--- src/rtl/fetch_unit_if.sv ---
// Fetch-unit bus: instruction-memory request/response plus the issue handshake
// toward the U-type execute stage and its next-PC command.
interface fetch_unit_if;
  localparam int unsigned XLEN  = 32;
  localparam int unsigned OP_W  = 7;
  localparam int unsigned IMM_W = 20;
  localparam int unsigned RD_W  = 5;

  logic              imem_req;
  logic [XLEN-1:0]   imem_addr;
  logic              imem_ack;
  logic [XLEN-1:0]   imem_data;
  logic [OP_W-1:0]   op;
  logic [IMM_W-1:0]  in;
  logic [RD_W-1:0]   rd;
  logic [XLEN-1:0]   pcvalue;
  logic              valid;
  logic              ready;
  logic [1:0]        pcop;
  logic [XLEN-1:0]   target;
  logic              fetch_err;

  modport master (
    output imem_req, imem_addr, op, in, rd, pcvalue, valid, fetch_err,
    input  imem_ack, imem_data, ready, pcop, target
  );

  modport slave (
    input  imem_req, imem_addr, op, in, rd, pcvalue, valid, fetch_err,
    output imem_ack, imem_data, ready, pcop, target
  );
endinterface

--- src/rtl/fetch_unit.sv ---
// Single-issue instruction fetch: IDLE -> FETCH -> ISSUE -> UPDATE loop with
// ack timeout/retry, backpressured issue and a registered next-PC command.
module fetch_unit #(
  parameter logic [31:0] RESET_PC = 32'h0000_0000,
  parameter int unsigned MAX_WAIT = 15
) (
  input logic          clk,
  input logic          rst,
  fetch_unit_if.master bus
);

  localparam int unsigned XLEN   = 32;
  localparam int unsigned WAIT_W = (MAX_WAIT < 2) ? 1 : $clog2(MAX_WAIT);
  localparam logic [XLEN-1:0]   PC_RST    = RESET_PC & 32'hFFFF_FFFC;
  localparam logic [WAIT_W-1:0] WAIT_LAST = WAIT_W'(MAX_WAIT - 1);

  typedef enum logic [1:0] {IDLE, FETCH, ISSUE, UPDATE} state_e;

  state_e            state_q, state_d;
  logic [XLEN-1:0]   pc_q, pc_d;
  logic [XLEN-1:0]   npc_q, npc_d;
  logic [WAIT_W-1:0] wait_q, wait_d;
  logic              retry_q, retry_d;
  logic              err_q, err_d;
  logic              valid_q, valid_d;
  logic [6:0]        op_q, op_d;
  logic [19:0]       imm_q, imm_d;
  logic [4:0]        rd_q, rd_d;
  logic [XLEN-1:0]   pcval_q, pcval_d;
  logic              req_c;
  logic              ack_hit_c;
  logic              hs_c;

  always_ff @(posedge clk or posedge rst) begin
    if (rst) state_q <= IDLE;
    else     state_q <= state_d;
  end

  always_comb begin
    state_d = state_q;
    unique case (state_q)
      IDLE:   state_d = FETCH;
      FETCH:  if (ack_hit_c) state_d = ISSUE;
      ISSUE:  if (hs_c) state_d = UPDATE;
      UPDATE: state_d = FETCH;
      default: state_d = IDLE;
    endcase
  end

  // Request is withdrawn for the single retry cycle after a timeout.
  always_comb begin
    req_c     = 1'b0;
    ack_hit_c = 1'b0;
    hs_c      = 1'b0;
    if (state_q == FETCH && !retry_q) req_c = 1'b1;
    if (req_c && bus.imem_ack) ack_hit_c = 1'b1;
    if (state_q == ISSUE && bus.ready) hs_c = 1'b1;
  end

  assign bus.imem_req  = req_c;
  assign bus.imem_addr = pc_q;
  assign bus.valid     = valid_q;
  assign bus.op        = op_q;
  assign bus.in        = imm_q;
  assign bus.rd        = rd_q;
  assign bus.pcvalue   = pcval_q;
  assign bus.fetch_err = err_q;

  always_comb begin
    pc_d    = pc_q;
    npc_d   = npc_q;
    wait_d  = wait_q;
    retry_d = 1'b0;
    err_d   = err_q;
    valid_d = valid_q;
    op_d    = op_q;
    imm_d   = imm_q;
    rd_d    = rd_q;
    pcval_d = pcval_q;
    unique case (state_q)
      FETCH: begin
        if (ack_hit_c) begin
          op_d    = bus.imem_data[6:0];
          rd_d    = bus.imem_data[11:7];
          imm_d   = bus.imem_data[31:12];
          pcval_d = pc_q;
          valid_d = 1'b1;
          wait_d  = '0;
        end else if (req_c) begin
          if (wait_q == WAIT_LAST) begin
            wait_d  = '0;
            retry_d = 1'b1;
            err_d   = 1'b1;
          end else begin
            wait_d = wait_q + WAIT_W'(1);
          end
        end
      end
      ISSUE: begin
        // Next PC is resolved at the handshake and committed in UPDATE.
        if (hs_c) begin
          valid_d = 1'b0;
          case (bus.pcop)
            2'b01:   npc_d = bus.target & 32'hFFFF_FFFC;
            2'b10:   npc_d = pc_q;
            default: npc_d = pc_q + 32'd4;
          endcase
        end
      end
      UPDATE: pc_d = npc_q;
      default: ;
    endcase
  end

  always_ff @(posedge clk or posedge rst) begin
    if (rst) begin
      pc_q    <= PC_RST;
      npc_q   <= PC_RST;
      wait_q  <= '0;
      retry_q <= 1'b0;
      err_q   <= 1'b0;
      valid_q <= 1'b0;
      op_q    <= '0;
      imm_q   <= '0;
      rd_q    <= '0;
      pcval_q <= '0;
    end else begin
      pc_q    <= pc_d;
      npc_q   <= npc_d;
      wait_q  <= wait_d;
      retry_q <= retry_d;
      err_q   <= err_d;
      valid_q <= valid_d;
      op_q    <= op_d;
      imm_q   <= imm_d;
      rd_q    <= rd_d;
      pcval_q <= pcval_d;
    end
  end

endmodule

--- src/flat_wrapper.sv ---
// flat-port wrapper written by rule: the top's interface ports become plain ports
module fetch_unit_flat 
#(
  parameter logic [31:0] RESET_PC = 32'h0000_0000,
  parameter int unsigned MAX_WAIT = 15
)
  (clk, rst, bus_imem_req, bus_imem_addr, bus_op, bus_in, bus_rd, bus_pcvalue, bus_valid, bus_fetch_err, bus_imem_ack, bus_imem_data, bus_ready, bus_pcop, bus_target);
  fetch_unit_if bus_i ();
  input logic clk;
  input logic rst;
  output wire logic [$bits(bus_i.imem_req)-1:0] bus_imem_req;
  output wire logic [$bits(bus_i.imem_addr)-1:0] bus_imem_addr;
  output wire logic [$bits(bus_i.op)-1:0] bus_op;
  output wire logic [$bits(bus_i.in)-1:0] bus_in;
  output wire logic [$bits(bus_i.rd)-1:0] bus_rd;
  output wire logic [$bits(bus_i.pcvalue)-1:0] bus_pcvalue;
  output wire logic [$bits(bus_i.valid)-1:0] bus_valid;
  output wire logic [$bits(bus_i.fetch_err)-1:0] bus_fetch_err;
  input wire logic [$bits(bus_i.imem_ack)-1:0] bus_imem_ack;
  input wire logic [$bits(bus_i.imem_data)-1:0] bus_imem_data;
  input wire logic [$bits(bus_i.ready)-1:0] bus_ready;
  input wire logic [$bits(bus_i.pcop)-1:0] bus_pcop;
  input wire logic [$bits(bus_i.target)-1:0] bus_target;
  assign bus_imem_req = bus_i.imem_req;
  assign bus_imem_addr = bus_i.imem_addr;
  assign bus_op = bus_i.op;
  assign bus_in = bus_i.in;
  assign bus_rd = bus_i.rd;
  assign bus_pcvalue = bus_i.pcvalue;
  assign bus_valid = bus_i.valid;
  assign bus_fetch_err = bus_i.fetch_err;
  assign bus_i.imem_ack = bus_imem_ack;
  assign bus_i.imem_data = bus_imem_data;
  assign bus_i.ready = bus_ready;
  assign bus_i.pcop = bus_pcop;
  assign bus_i.target = bus_target;
  fetch_unit #(.RESET_PC(RESET_PC), .MAX_WAIT(MAX_WAIT)) u_core (.clk(clk), .rst(rst), .bus(bus_i));
endmodule
--- config.mk ---
export PLATFORM = sky130hd
export DESIGN_NAME = fetch_unit_flat
export DESIGN_NICKNAME = d
export VERILOG_FILES = /design/src/rtl/fetch_unit_if.sv /design/src/rtl/fetch_unit.sv /design/src/flat_wrapper.sv
export SDC_FILE = /design/constraint.sdc
export NUM_CORES = 1
export LEC_CHECK = 0
export CAP_MARGIN = 0
export CORE_MARGIN = 2
export CORE_UTILIZATION = 37
export CTS_BUF_LIST = sky130_fd_sc_hd__clkbuf_8
export CTS_CLUSTER_SIZE = 20
export DETAILED_ROUTE_END_ITERATION = 10
export GPL_TIMING_DRIVEN = 1
export HOLD_SLACK_MARGIN = 0.12
export PLACE_DENSITY_LB_ADDON = 0.3
export SYNTH_ARGS = -nofsm -noshare
export SYNTH_HDL_FRONTEND = slang
export SYNTH_SLANG_ARGS = --single-unit
export TNS_END_PERCENT = 50
--- constraint.sdc ---
create_clock -name clk -period 5.32 [get_ports clk]
set_input_delay 0.532 -clock clk [delete_from_list [all_inputs] [get_ports clk]]
set_output_delay 0.532 -clock clk [all_outputs]
set_load 0.01 [all_outputs]
; ---- Yosys cells after proc, flatten, opt, wreduce, memory -nomap -nowiden
; Cells that the tools add are included.
[classes]
reduce_logical = 14
muxes = 17
div = 0
eq_ne = 8
order_cmp = 0
shifts = 0
multipliers = 0
add_sub_neg = 2
bitwise = 1
[ops]
columns = op, n
row1 = $pmux 32 s2, 1
row2 = $add 32x3->32 const B, 1
row3 = $mux 4, 3
row4 = $mux 1, 9
row5 = $reduce_and 2->1, 4
row6 = $eq 2x2->1 const B, 3
row7 = $pmux 2 s3, 1
row8 = $add 4x1->4 const B, 1
row9 = $eq 2x1->1 const B, 2
row10 = $eq 4x4->1 const B, 1
row11 = $mux 2, 2
row12 = $ne 2x1->1 const B, 2
row13 = $reduce_and 4->1, 1
row14 = $reduce_bool 2->1, 2
row15 = $logic_and 1x1->1, 3
row16 = $reduce_and 3->1, 1
row17 = $logic_not 2->1, 1
row18 = $pmux 1 s2, 1
row19 = $reduce_or 2->1, 1
row20 = $logic_not 1->1, 1
row21 = $not 1->1, 1
[word_totals]
romBits = 0
n_memories = 0
in_bits = 70
word_cells = 53
output_inout_bits = 99
latchBits = 0
reg_bits = 137
ramBits = 0

; ---- Logic depth before layout (Yosys ltp)
; Gate-level depths: netlist (run 1).
[logic_depth]
ltp_word = 7
ltp_mapped = 11
mapped_depth_nobuf = 8

; ---- Worst setup path before layout (run 1)
; No wires, ideal clock.
[synth_timing]
path_kind = input-to-reg
start = in bus_pcop[0]
end = reg u_core.npc_q[11]
arrival_time_ns = 1.835
setup_time_ns = 0.130
required_time_ns = 5.190
path_buffers = 2
path_slack_ns = 3.355
cell_stages = 7
path_cell_list = inv_1 > ha_1 > clkbuf_1 > clkbuf_1 > nor2_1 > a22oi_1 > o21ai_0
[synth_between]
elab_chain_len = 2
word_cells_on_any_way = 3
cone_classes = eq/ne: 2 / mux: 1
[synth_lines]
columns = item, line_no
row1 = from (decl), flat_wrapper.sv:22  ; input wire logic [$bits(bus_i.pcop)-1:0] bus_pcop;
row2 = $eq 2x2->1 or $eq 2x1->1 (tied branches), fetch_unit.sv:103  ; case (bus.pcop)
row3 = $pmux 32 s2 (*), fetch_unit.sv:103
row4 = to (signal assigned), fetch_unit.sv:129  ; npc_q <= npc_d;
row5 = to (decl), fetch_unit.sv:21  ; logic [XLEN-1:0] npc_q, npc_d;
; Every way passes the cells marked *; elsewhere a longest branch is shown, timed or not.
; A chain may end at the register's enable or synchronous reset.

; ---- Worst setup path in the final report (run 1)
[layout_timing]
start = reg u_core.state_q[1]
end = out bus_imem_req
[layout_between]
elab_chain_len = 3
[layout_lines]
columns = item, line_no
row1 = from (decl), fetch_unit.sv:19  ; state_e state_q, state_d;
row2 = from (signal assigned), fetch_unit.sv:36  ; else state_q <= state_d;
row3 = $eq 2x1->1, fetch_unit.sv:55  ; if (state_q == FETCH && !retry_q) req_c = 1'b1;
row4 = $logic_and 1x1->1, fetch_unit.sv:55
row5 = $mux 1, fetch_unit.sv:55
row6 = to (decl), flat_wrapper.sv:11  ; output wire logic [$bits(bus_i.imem_req)-1:0] bus_imem_req;
; No other way between the ends.

==> flow_summary.toml, run 1 <==
[run_status]
outcome = "finished clean"

[cells_and_area]
n_fill_cell = 1469
fin_cells = 904
final_common_cell = "clkdlybuf4s50_1"
final_nets = 749
area_delta_synth_final_pct = 37.5
post_route_cells_drive_above_1_share = 0.209
antennaDiodeCount = 0
final_cell_mix = "clkdlybuf4s50_1, dfrtp_1, mux2_2"

[power]
power_frac_seq = 0.391
switchingPower_w = 0.00147
p_clk_frac = 0.229
ir_drop_mv = 0.249
leakage_nw = 3.63
power_density_mw_per_mm2 = 544
p_sw_frac = 0.315
comb_power_share = 0.379
p_int_w = 0.00321

[synthesis]
syn_nets = 592
synth_cell_types = 53
synth_top_flop_cell = "dfrtp_1"
async_flop_share = 1.00
syn_area_mm2 = 0.00625
ys_ff_latch = 137
seq_area_frac_synth = 0.548
synth.largest_area_cell = "dfrtp_1"
avgSynthCellArea_um2 = 12.2
syn-instance-count = 514
synth_warnings = 0
synthTopCellsByArea = "dfrtp_1, mux2_2, a22o_1"
synth.top_cell.area_share = 0.548
synth_edf_count = 0

[floorplan]
die-area_mm2 = 0.0180
start_util = 0.377
die_h_um = 134
die_width_um = 134
num_io_pins = 169
rows = 47
coreArea_mm2 = 0.0166

[setup_path]
crit_type = "reg -> out"
required_ps = 4790
cpMaxStageDelayCell = "clkdlybuf4s50_1"
path_common_cell = "inv_1"
end_kind = "output port"
crit_chain = "inv_1 -> ha_1 -> nand2b_1 -> inv_1 -> clkdlybuf4s50_1"
path_buf_inv = 3
startpoint_type = "flop"
critPathTopFamily = "buffers and inverters"
critPathMaxStageDelay_ps = 570
arrival_ps = 2120
critPathMaxFanout = 8

[placed_design]
hpwlAfterDp_um = 10700
place_ws_ps = 2250
port_buffers = 166
dp_cells = 872
gp_congestion = 0.784

[clock_tree]
post_cts_resized = 0
cts_setup_buffers = 0
cts_hold_buf = 0
htreeDepth = 4
cts_sinks = 137
path_clk_slew_ps = 80
clkLatencyLatePin_ps = 450
root_buffer = "clkbuf_8"
cts.path.max_buffers = 2
cts_buffers = 17
cts_tree = "done"

[global_routing]
grt_pass1_wl_um = 25300
grt_usage = 0.179
gr-total-overflow = 0
grt_max_degree = 94
grt_pass1_vias = 4819
antenna_found_initial = 0

[detailed_routing]
firstDrtPassIters = 4
ant_nets = 0
vias = 4739
routedWlPerCell_um = 17.5
avgViaCountPerCell = 5.24
drc = 0
routed_wl_um = 15800
first_iter_violations = 236

[sta]
finalSetupViolations = 0
worstMarginPinSlew_ps = 1150
maxSlewViolCount = 0
relSlewSlack = 0.234
max_freq_mhz = 377
period_share = 0.499
period_needed_ps = 2650
rsz0062_at_grt = "false"
finalHoldViolCount = 0
fin_ws_ps = 2670
setup_tns_ps = 0
finalClockSkew_ps = 12.4

[run]
drv_cap = 0

[worst_hold_path]
hp-class = "reg -> reg"
## state kept, by name (all words and copies together) (netlist names)
| name | flops |
|---|---|
| u_core.state_q | 2 |
| u_core.bus.pcvalue | 32 |
| u_core.bus.in | 20 |
| u_core.bus.imem_addr | 32 |
| u_core.bus.op | 7 |
| u_core.wait_q | 4 |
| u_core.bus.fetch_err | 1 |
| u_core.bus.valid | 1 |
| u_core.retry_q | 1 |
| u_core.bus.rd | 5 |
| u_core.npc_q | 32 |
## synthesized netlist by cell type (2+ instances only)
| master | number |
|---|---|
| nor3_1 | 7 |
| a22o_1 | 14 |
| a221oi_1 | 13 |
| nand3_1 | 12 |
| inv_1 | 11 |
| a211oi_1 | 2 |
| nand2b_1 | 2 |
| nor2_1 | 23 |
| nor2b_1 | 3 |
| nand3_2 | 2 |
| o21ai_1 | 3 |
| clkbuf_1 | 18 |
| mux2i_1 | 2 |
| or4_1 | 2 |
| a21oi_1 | 15 |
| mux2_2 | 94 |
| a21o_1 | 2 |
| a221o_1 | 3 |
| a221oi_2 | 2 |
| nand2_1 | 32 |
| nand4_1 | 6 |
| a22oi_1 | 13 |
| a31oi_1 | 2 |
| o21ai_0 | 23 |
| dfrtp_1 | 137 |
| and4_1 | 5 |
| and3_1 | 4 |
| or3_1 | 2 |
| ha_1 | 8 |
| xnor2_1 | 9 |
| buf_2 | 13 |
| xor2_1 | 9 |
## final timing paths
kind	startpoint	endpoint	slack, ps	cells past startpoint
worst max-delay path	u_core.state_q[1]$_DFFE_PP0P_	bus_imem_req	2670	5
max in group asynchronous	rst	u_core.npc_q[31]$_DFFE_PP0P_	3580	3
worst min-delay path	u_core.bus.fetch_err$_DFFE_PP0P_	u_core.bus.fetch_err$_DFFE_PP0P_	480	1
worst min register to register	u_core.bus.fetch_err$_DFFE_PP0P_	u_core.bus.fetch_err$_DFFE_PP0P_	480	1
min in group asynchronous	rst	u_core.bus.in[3]$_DFFE_PP0P_	650	2
worst max register to register	u_core.state_q[1]$_DFFE_PP0P_	u_core.bus.pcvalue[4]$_DFFE_PP0P_	2950	6
## power groups by stage
stage	combinational, W	sequential, W	clock [W]
finish	0.00178	0.00183	0.00107
global route	0.00192	0.00190	0.00115
CTS	0.00181	0.00183	0.00111
detailed placement	0.00180	0.00185	0
global placement	0.00176	0.00182	0
floorplan	0.000862	0.00189	0
## worst register-to-register path: stages (launching register included)
cell	delay, ps
dfrtp_1	390
inv_1	60
ha_1	220
nand2b_1	240
inv_1	180
nand2_4	700
mux2_2	460
## layer usage
| layer | vias up | part of all wire | track usage |
|---|---|---|---|
| met5 | - | 0 | 0 |
| met4 | 0 | 0.022 | 0.0743 |
| met3 | 23 | 0.067 | 0.0401 |
| met2 | 160 | 0.48 | 0.293 |
| met1 | 2358 | 0.43 | 0.231 |
| li1 | 2198 | - | - |
## kinds of logic after synthesis
kind of cell,Yosys count,synth area share
XOR/XNOR,18,0.0252
AO/OA/AOI/OAI,102,0.116
adder cells (fa/ha/maj),8,0.0160
AND/OR/NAND/NOR,108,0.0910
multiplexers,96,0.172
flip-flops,137,0.548
buffers and inverters,45,0.0314
## per-stage QoR
| stage | area [um^2] | hold WS [ps] | power [W] | utilization |
|---|---|---|---|---|
| after floorplan | 6250 | 444 | 0.00275 | - |
| after global placement | 8090 | 453 | 0.00357 | 0.488 |
| after detailed placement | 8090 | 464 | 0.00366 | 0.488 |
| after CTS | 8600 | 483 | 0.00475 | 0.519 |
| after global routing | 8600 | 496 | 0.00496 | 0.519 |
| final | 8600 | 480 | 0.00468 | 0.519 |
## final cells by class
class | instances | area, um^2 | area share
clock inverters | 13 | 248 | 0.0288
multi-input cells | 332 | 2640 | 0.307
inverters | 11 | 46.3 | 0.00538
flip-flops and latches | 137 | 3430 | 0.398
clock buffers | 19 | 262 | 0.0304
repair buffers | 172 | 1710 | 0.198
well taps | 220 | 275 | 0.0320
(Power assumes the default switching activity.)
==> run 2: changes to the inputs <==
Clock period 5.32 ns to 2.1 ns, I/O delays scaled along.
==> run 2 against run 1 <==
  * Core utilization rose by 2.1 points
  * Routed wire length rose by 5.1%
  * Clock power rose by 140%
  * Highest routed layer unchanged
  * Largest power group is now combinational logic
==> flow_summary.toml, run 2 (synthesis results as in run 1) <==
[run_status]
outcome = "finished clean"

[detailed_routing]
drc = 0
firstDrtPassIters = 5
ant_nets = 0
first_iter_violations = 255
routed_wl_um = 16600
avgViaCountPerCell = 5.29
vias = 4998
routedWlPerCell_um = 17.6

[global_routing]
grt_usage = 0.189
grt_pass1_vias = 5168
grt_pass1_wl_um = 26800
grt_max_degree = 73
antenna_found_initial = 0
gr-total-overflow = 0

[clock_tree]
clkLatencyLatePin_ps = 440
root_buffer = "clkbuf_8"
cts_setup_buffers = 0
cts.path.max_buffers = 2
cts_sinks = 137
htreeDepth = 4
cts_tree = "done"
path_clk_slew_ps = 70
cts_buffers = 17

[placed_design]
gp_congestion = 0.857
hpwlAfterDp_um = 11700
port_buffers = 166
dpl-instance-area_mm2 = 0.00847

[sta]
worstMarginPinSlew_ps = 727
period_share = 0.903
maxSlewViolCount = 0
finalSetupViolations = 0
hold_ws_ps = 386
relSlewSlack = 0.514
period_needed_ps = 1900
finalClockSkew_ps = 9.22
finalHoldViolCount = 0
rsz0062_at_grt = "false"
max_freq_mhz = 527

[floorplan]
die-area_mm2 = 0.0180
rows = 47
die_width_um = 134
start_util = 0.377
num_io_pins = 169
die_h_um = 134
coreArea_mm2 = 0.0166

[cells_and_area]
multi_input_area_mm2 = 0.00264
regArea_mm2 = 0.00343
final_cell_mix = "clkdlybuf4s50_1, dfrtp_1, mux2_2"
area_delta_synth_final_pct = 43.1
antennaDiodeCount = 0
n_fill_cell = 1444
final_area_mm2 = 0.00895
final_common_cell = "clkdlybuf4s50_1"
final_nets = 790
post_route_cells_drive_above_1_share = 0.250

[setup_path]
end_kind = "output port"
critPathMaxFanout = 5
crit_type = "reg -> out"
startpoint_type = "flop"
r2r_cells = 6
required_ps = 1890
arrival_ps = 1690

[power]
leakage_nw = 3.86
totalPowerFinal_w = 0.0122
power_density_mw_per_mm2 = 1360
ir_drop_mv = 0.572

[run]
drv_cap = 0

[worst_hold_path]
hold_depth = 2
hp-class = "in -> reg"
run 2: what timing repair did:
item	CTS	global route
endpoints found under the hold margin	6	0
resized for setup	2	0
endpoints found under the setup margin	1	0
hold buffers	1	0
run 2: per-stage QoR:
| step | std cells | TNS (ps) | setup WS [ps] | util |
|---|---|---|---|---|
| final | 944 | 0 | 204 | 0.540 |
| after global routing | 944 | 0 | 53.9 | 0.540 |
| after global placement | 912 | 0 | 21.7 | 0.511 |
| after floorplan | 514 | 0 | 148 | - |
| after CTS | 944 | 0 | 182 | 0.540 |
| after detailed placement | 912 | -303 | -63.5 | 0.511 |
run 2: area by class of cell:
class                   count  share of cell area
flip-flops and latches    137               0.383
multi-input cells         332               0.295
repair buffers            213               0.234
clock buffers              20              0.0307
well taps                 220              0.0307
clock inverters            11              0.0225
inverters                  11             0.00503
run 2: power by group:
part | leakage, nW | internal [W] | switching, W
clock network | 0.252 | 0.00161 | 0.000982
logic | 1.88 | 0.00300 | 0.00218
registers | 1.72 | 0.00373 | 0.000667
total | 3.86 | 0.00834 | 0.00383
run 2: final timing paths:
| check | to | startpoint | slack [ps] |
|---|---|---|---|
| hold / removal | u_core.bus.in[15]$_DFFE_PP0P_ | bus_imem_data[27] | 390 |
| max in group asynchronous | u_core.bus.pcvalue[10]$_DFFE_PP0P_ | rst | 810 |
| setup / recovery | bus_imem_req | u_core.state_q[1]$_DFFE_PP0P_ | 200 |
| hold reg to reg | u_core.bus.fetch_err$_DFFE_PP0P_ | u_core.bus.fetch_err$_DFFE_PP0P_ | 480 |
| setup reg to reg | u_core.npc_q[24]$_DFFE_PP0P_ | u_core.bus.imem_addr[3]$_DFFE_PP0N_ | 210 |
| min in group asynchronous | u_core.npc_q[30]$_DFFE_PP0P_ | rst | 630 |
run 2: worst max-delay path: stages (launching register included):
cell           delay (ps)
dfrtp_1               420
inv_1                  80
ha_1                  230
nand2b_1              110
inv_2                 120
dlygate4sd2_1         290
run 2: metal layers:
| metal | vias up | global-route usage | routed length, um | part of all wire |
|---|---|---|---|---|
| met5 | - | 0 | 0 | 0 |
| met4 | 0 | 0.0807 | 337 | 0.020 |
| met3 | 27 | 0.0385 | 991 | 0.060 |
| met2 | 188 | 0.309 | 8250 | 0.50 |
| met1 | 2506 | 0.246 | 7060 | 0.42 |
| li1 | 2277 | - | - | - |
